--- config.mk ---
export PLATFORM = sky130hd
export DESIGN_NAME = bus_reg_writeback
export DESIGN_NICKNAME = d
export VERILOG_FILES = /design/src/rtl/bus_reg_writeback_pkg.sv /design/src/rtl/bus_reg_writeback_gp_reg.sv /design/src/rtl/bus_reg_writeback.sv
export SDC_FILE = /design/constraint.sdc
export NUM_CORES = 1
export LEC_CHECK = 0
export CAP_MARGIN = 15
export CORE_AREA = 2 2 230 232
export DETAILED_ROUTE_END_ITERATION = 8
export DIE_AREA = 0 0 232 234
export PLACE_DENSITY_LB_ADDON = 0.08
export SLEW_MARGIN = 20
export SYNTH_ARGS = -nofsm -noshare
export SYNTH_HDL_FRONTEND = slang
export SYNTH_SLANG_ARGS = --single-unit
--- constraint.sdc ---
create_clock -name clk -period 1.49 [get_ports clk]
set_input_delay 0.149 -clock clk [delete_from_list [all_inputs] [get_ports clk]]
set_output_delay 0.149 -clock clk [all_outputs]
set_load 0.005 [all_outputs]
--- src/rtl/bus_reg_writeback_pkg.sv ---
// Shared CPU datapath constants for the GP register write-back slice.
// Contents:
//   CPU_DATA_W   - register and bus width
//   CPU_SEL_W    - register select width
//   CPU_NUM_REGS - number of GP registers (2**CPU_SEL_W)
//   reg_sel_t    - register select type
//   satInc8      - saturating 8-bit increment used by debug counters
package bus_reg_writeback_pkg;

  localparam int CPU_DATA_W   = 32;
  localparam int CPU_SEL_W    = 4;
  localparam int CPU_NUM_REGS = 16;

  typedef logic [CPU_SEL_W-1:0] reg_sel_t;

  // Counters stick at all-ones instead of wrapping back to zero.
  function automatic logic [7:0] satInc8(input logic [7:0] value);
    return (value == 8'hFF) ? value : value + 8'd1;
  endfunction

endpackage

--- src/rtl/bus_reg_writeback_gp_reg.sv ---
// Single general-purpose register with asynchronous active-low clear
// and a synchronous load enable.
// Ports:
//   i_clk   - rising-edge clock
//   i_clrN  - asynchronous active-low clear
//   i_load  - load i_d at the next rising edge
//   i_d     - data to load
//   o_q     - registered contents
module gp_reg #(
  parameter int DATA_W = 32
) (
  input  logic              i_clk,
  input  logic              i_clrN,
  input  logic              i_load,
  input  logic [DATA_W-1:0] i_d,
  output logic [DATA_W-1:0] o_q
);

  logic [DATA_W-1:0] r_q;

  // Hold the value until a load is requested; clear wins at any time.
  always_ff @(posedge i_clk or negedge i_clrN) begin
    if (!i_clrN) begin
      r_q <= '0;
    end else if (i_load) begin
      r_q <= i_d;
    end
  end

  assign o_q = r_q;

endmodule

--- src/rtl/bus_reg_writeback.sv ---
// Write-back side of the GP register file. Captures a word from the
// shared bus into one of NUM_REGS registers, drives all register
// contents back to the bus mux, and keeps a busy scoreboard so the
// control unit can reserve a destination and stall reads of stale data.
// Ports:
//   clk, clr_n            - clock and asynchronous active-low reset
//   wr_valid/wr_ready     - write handshake, wr_sel selects, wr_data is BusMuxOut
//   rsv_valid/rsv_ready   - reservation handshake, rsv_sel selects
//   hold                  - freezes writes and reservations
//   gp_outputs            - flattened registers, reg i at [i*DATA_W +: DATA_W]
//   busy                  - scoreboard, bit i = register i has a pending write
//   wr_count              - saturating count of accepted writes
module bus_reg_writeback
  import bus_reg_writeback_pkg::*;
#(
  parameter int NUM_REGS = CPU_NUM_REGS,
  parameter int DATA_W   = CPU_DATA_W,
  parameter int SEL_W    = CPU_SEL_W,
  parameter bit ZERO_R0  = 1'b1
) (
  input  logic                       clk,
  input  logic                       clr_n,
  input  logic                       wr_valid,
  output logic                       wr_ready,
  input  logic [SEL_W-1:0]           wr_sel,
  input  logic [DATA_W-1:0]          wr_data,
  input  logic                       rsv_valid,
  output logic                       rsv_ready,
  input  logic [SEL_W-1:0]           rsv_sel,
  input  logic                       hold,
  output logic [NUM_REGS*DATA_W-1:0] gp_outputs,
  output logic [NUM_REGS-1:0]        busy,
  output logic [7:0]                 wr_count
);

  logic                r_busyUnused;
  logic [NUM_REGS-1:0] r_busy;
  logic [7:0]          r_wrCount;
  logic                w_wrAcc;
  logic                w_rsvAcc;
  logic [NUM_REGS-1:0] w_loadEn;
  logic [NUM_REGS-1:0] w_rsvMask;

  // Register 0 never becomes busy when it is hardwired, so the plain
  // busy lookup already makes a reservation of it always ready.
  assign wr_ready  = ~hold;
  assign rsv_ready = ~hold & ~r_busy[rsv_sel];
  assign w_wrAcc   = wr_valid & wr_ready;
  assign w_rsvAcc  = rsv_valid & rsv_ready;

  // One-hot decode of the accepted write and reservation targets.
  always_comb begin
    w_loadEn  = '0;
    w_rsvMask = '0;
    if (w_wrAcc) begin
      w_loadEn[wr_sel] = 1'b1;
    end
    if (w_rsvAcc) begin
      w_rsvMask[rsv_sel] = 1'b1;
    end
    if (ZERO_R0) begin
      w_rsvMask[0] = 1'b0;
    end
  end

  // Scoreboard: a landing write clears its bit, a new reservation sets
  // it. Set is applied last so a same-cycle reservation for a newer
  // producer keeps the register busy.
  always_ff @(posedge clk or negedge clr_n) begin
    if (!clr_n) begin
      r_busy <= '0;
    end else begin
      r_busy <= (r_busy & ~w_loadEn) | w_rsvMask;
    end
  end

  // Debug count of accepted writes, including discarded register-0 writes.
  always_ff @(posedge clk or negedge clr_n) begin
    if (!clr_n) begin
      r_wrCount <= '0;
    end else if (w_wrAcc) begin
      r_wrCount <= satInc8(r_wrCount);
    end
  end

  // Register array; a hardwired register 0 is simply a constant slice.
  for (genvar i = 0; i < NUM_REGS; i++) begin : g_regs
    if (i == 0 && ZERO_R0) begin : g_zero
      assign gp_outputs[i*DATA_W +: DATA_W] = '0;
    end else begin : g_reg
      gp_reg #(
        .DATA_W (DATA_W)
      ) u_gpReg (
        .i_clk  (clk),
        .i_clrN (clr_n),
        .i_load (w_loadEn[i]),
        .i_d    (wr_data),
        .o_q    (gp_outputs[i*DATA_W +: DATA_W])
      );
    end
  end

  assign r_busyUnused = 1'b0;
  assign busy         = r_busy;
  assign wr_count     = r_wrCount;

endmodule

==> impl_metrics.yaml <==
flow_run:
  cap_violations: 0
timing:
  finalClockSkew_ns: 0.00538
  rsz0062_at_grt: "yes"
  whs_ns: 0.295
  clock.fmax_mhz: 448
  fin_crit_sh_pct: 150
  hold_violations: 0
  slew_violations: 0
  setup_viol: 2
  setup_slack_ns: -0.743
  post-route-min-period_ns: 2.23
setup_path:
  critical_path_class: "flop to output port"
  cp-end-kind: "output port"
  crit_cells: 5
  reg2regPathDepth: 5
  rr_endpoint: "wr_count[1]$_DFFE_PN0P_"
  cp_top_family: "multiplexers"
  crit_path_max_fanout: 2
  rr_startpoint: "wr_count[0]$_DFFE_PN0P_"
  required_ns: 1.34
  cp-start-kind: "flop"
  arrival_ns: 2.08
  path_cells: "mux4_2, nand2_2, o311ai_4, a31oi_2, buf_2"
  cp_num_buf_inv: 1
  crit_start: "busy[2]$_DFF_PN0_"
  slowest_stage: "mux4_2"
  endpoint: "rsv_ready"
  max_stage_delay_ns: 0.49
  rrSetupSlack_ns: 0.06
floorplanning:
  start_util_pct: 37.7
  fp.dieH_um: 234
  die_x_um: 232
  core_area_um2: 52000
  io_pins: 583
  rows: 84
  dieArea_um2: 54300
grt:
  grt_max_degree: 67
  grt_pass1_vias: 13300
  grt_first_pass_wirelength_um: 92400
  grt_use_total_pct: 23.2
  grt-ovfl-total: 0
  antenna_found_initial: 6
synth:
  ys_types: 40
  async_flop_share_pct: 100
  synth_top_cell_area_share_pct: 64.4
  synth_cells: 1213
  yosys.area.top_type: "dfrtp_1"
  syn_area_per_cell_um2: 16.2
  synth-edff-count: 0
  synth.area.top_cells: "dfrtp_1, mux2_2, mux2_1"
  syn-cell-area_um2: 19600
  synth_warnings: 0
  ys_seq_elements: 504
  ys.flop_type: "dfrtp_1"
  synth_seq_area_share_pct: 64.4
power_and_ir_drop:
  peakVddDrop_mv: 1.02
  p_leak_nw: 14.7
  power_density_nw_per_um2: 1430
place:
  dp_cells: 2504
  dpl.hpwl_um: 45600
  portBuffers: 550
  place.gp.congestion: 0.868
  place_ws_ns: -0.934
detailed_routing:
  wl_met2_um: 30600
  viasPerCell: 4.78
  dr.first_iter.drc_count: 498
  routed_wl_um: 63100
  post_drt_wl_per_cell_um: 23.9
  m1WireLength_um: 25700
  postRouteAntennaNets: 0
  drcViolationCount: 0
  num_vias: 12600
  firstDrtPassIters: 4
  top_layer_used: "met5"
  routed-wl-met3_um: 4710
finish:
  fill_cells: 4551
  final_cells: 2638
  multi_input_area_um2: 6430
  num-nets-final: 1948
  final_common_cell: "dfrtp_1"
  area_growth_pct: 44.8
  drive_above_1_share_pct: 37.6
  layout_common_cells: "dfrtp_1, dlygate4sd2_1, mux2_2"
  ff_latch_area_um2: 12600
cts:
  clk_latency_ns: 0.61
  clk_pin_slew_ns: 0.06
  cts.sinks: 504
  numCtsBuffers: 54
  clk_path_buf_depth: 3
  htreeDepth: 2
  cts_tree: "yes"
  cts-root-buf: "clkbuf_16"
status:
  status: "finished, violations left"
  violations: "negative setup slack"
min_path:
  worstHoldStart: "wr_data[1]"
  hold_class: "input port to flop"
## synth_stat cells (5+ instances only)
library cell and instances:
and3_1 5, mux2_4 29, buf_6 11, dfrtp_1 504, nand3_1 6, clkbuf_1 36
xor2_1 6, buf_4 41, inv_1 7, nand2_1 16, nor2b_1 5, a22o_1 11
nor2_1 7, mux2i_1 7, mux2_1 57, buf_2 34, mux2_2 396
## sequential cells by signal (all words and copies together) (netlist names)
register                  flops
g_regs.g_reg.u_gpReg.o_q    480
wr_count                      8
busy                         16
## kinds of logic (layout without fill, tap and decap cells)
kind of cell	Yosys count	after routing	synth area share, %
DFF	504	504	64.4
xor gates and xnor gates	7	7	0.313
and+or+nand+nor	55	55	1.57
AOI/OAI and AO/OA	26	26	1.03
buffers and inverters	129	833	3.90
other	1	34	0.0191
adders and majority gates	1	1	0.0639
muxes	490	490	28.7
## per-stage QoR
stage / power, mW / TNS, ns / area (um2) / utilization, %
after floorplan: 21.0 / 0 / 19700 / -
after global placement: 28.9 / -294.57 / 26900 / 51.7
after detailed placement: 29.1 / -311.76 / 26900 / 51.7
after CTS: 40.9 / -0.785 / 28300 / 54.3
after global routing: 42.5 / -1.01 / 28400 / 54.5
final: 40.5 / -0.788 / 28400 / 54.5
## layer usage
metal	vias up	GRT usage, %
met4	8	7.53
met2	373	38.6
met3	103	7.48
li1	5579	-
met5	-	0
met1	6538	28.6
## worst register-to-register path: cells and delay by family (launching register included)
kind	cells	cell delay (ns)
compound gates	1	0.27
fa+ha+maj	1	0.13
buf+inv	1	0.13
flops	1	0.36
mux	1	0.33
simple gates	1	0.09
## where the power goes
part	internal [mW]	switching, mW	total, mW
clock	7.81	5.53	13.3
sequential	16.4	1.37	17.8
combinational	5.51	3.89	9.39
total	29.7	10.8	40.5
## worst min-delay path by stage
stage	slack, ns	to	cells after the start
2_1_floorplan	-0.15	busy[0]$_DFF_PN0_	0
3_3_place_gp	0.05	g_regs[5].g_reg.u_gpReg.o_q[19]$_DFFE_PN0P_	1
3_5_place_dp	0.05	g_regs[5].g_reg.u_gpReg.o_q[19]$_DFFE_PN0P_	1
4_1_cts	0.29	g_regs[11].g_reg.u_gpReg.o_q[1]$_DFFE_PN0P_	2
5_1_grt	0.31	g_regs[11].g_reg.u_gpReg.o_q[1]$_DFFE_PN0P_	2
6_report	0.29	g_regs[11].g_reg.u_gpReg.o_q[1]$_DFFE_PN0P_	2
## repair_timing
action / 4_1_cts / 5_1_grt
buffers inserted: 29 / 3
endpoints found under the hold margin: 504 / 0
pin swaps: 1 / 3
resized for setup: 590 / 28
setup endpoints to repair: 691 / 23
hold buffers: 3 / 0
## final cells by class
| type | instances | share of cell area [%] |
|---|---|---|
| Sequential cell | 504 | 44.5 |
| Timing Repair Buffer | 724 | 23.5 |
| Inverter | 7 | 0.0926 |
| Clock buffer | 94 | 6.07 |
| Antenna cell | 2 | 0.0176 |
| Multi-Input combinational cell | 611 | 22.6 |
| Clock inverter | 8 | 0.229 |
| Tap cell | 688 | 3.03 |
Power figures use the tool's default switching activity.
==> edit 1: new RTL, same settings <==
Change the parameter `ZERO_R0` from 1'b1 to 1'b0.
--- a/src/rtl/bus_reg_writeback.sv
+++ b/src/rtl/bus_reg_writeback.sv
@@ -16,7 +16,7 @@
   parameter int NUM_REGS = CPU_NUM_REGS,
   parameter int DATA_W   = CPU_DATA_W,
   parameter int SEL_W    = CPU_SEL_W,
-  parameter bit ZERO_R0  = 1'b1
+  parameter bit ZERO_R0  = 1'b0
 ) (
   input  logic                       clk,
   input  logic                       clr_n,
Formal check against the unedited RTL: not equivalent (a bounded check fails within 4 cycles, from zero or initial values).
==> edit 1 against the unedited design <==
Sequential cell count grew 32; routed wire length grew 5.4%; maximum frequency grew 6.1%; highest routed layer unchanged; the flow still finishes with violations (negative setup slack); total power grew 5.3%; design area grew 4.9%; core utilization grew 2.7 points; synthesized cell count grew 2.6%; synthesized area grew 5.8%; non-clock buffer count grew 30; critical path depth is the same; worst setup slack gained 0.13 ns; final cell count grew 2.3%.
==> edit 1: results (changes against the unedited design) <==
Reg2reg path depth - 8 (+3)
Failing checks - negative setup slack
Critical path arrival - 1.95 ns (-0.13 ns)
CTS Buf Count - 56 (+3.7%)
Multi-input gate area - 6730 um^2 (+4.7%)
Nonclk buf count - 754 (+4.1%)
Buffer share of cell area - 23.1% (-0.31 points)
Ranking of synthesized cells by area - dfrtp_1 (65%), mux2_2 (23%), mux2_4 (3.6%), mux2_1 (2.6%), buf_6 (0.98%)
Worst r2r dst - busy[3]$_DFF_PN0_
Vias in the first global route - 13880 (+4.2%)
Final number of setup-violating endpoints - 9 (+7)
Net switching power figure - 0.0112 W (+4.1%)
Dpl ws - -0.821 ns (+0.113 ns)
Final hold slack - 0.0865 ns (-0.208 ns)
Port Buffer Count - 582 (+5.8%)
Final wirelength - 66.5 mm (+5.4%)
Setup WS post-layout - -0.614 ns (+0.129 ns)
Clock power frac - 32.7% (-0.2 points)
Status - complete, but fails checks
Met1 usage - 29.5% (+0.88 points)
Met2 Track Usage GR - 41.0% (+2.4 points)
Setup TNS - -1.95 ns (-1.17 ns)
Post-DR wirelength/cell - 24.7 um (+3.1%)
Placed cells - 2559 (+2.2%)
Vias - 13293 (+5.5%)
ANT cells - 4 (+2)
Signal inverters - 8 (+1)
[edit 1: cell count changes after synthesis, sizes merged, moves of 3 or more]
cell     change
o2bb2ai      -3
buf         -28
nor2         -4
mux2        +32
nor3         -3
nand3        -4
dfrtp       +32
xor2         -5
nand2        +5
xnor2        +5
[edit 1: what timing repair did]
action                     in CTS  in global routing
hold buffers                    1                  0
setup endpoints to repair     546                 20
hold endpoints to repair      536                  0
resized for setup             624                 16
pin swaps                      10                  9
setup buffers                  31                  5
[edit 1: logic make-up (layout without fill, tap and decap cells)]
family | after synthesis | after routing | share of synthesized area [%]
other | 0 | 4 | 0
buffers and inverters | 101 | 863 | 3.03
adder cells (fa/ha/maj) | 1 | 1 | 0.0604
XOR/XNOR | 7 | 7 | 0.296
multiplexers | 521 | 521 | 29.3
flip-flops | 536 | 536 | 64.7
AO/OA/AOI/OAI | 25 | 25 | 0.984
AND/OR/NAND/NOR | 53 | 53 | 1.62
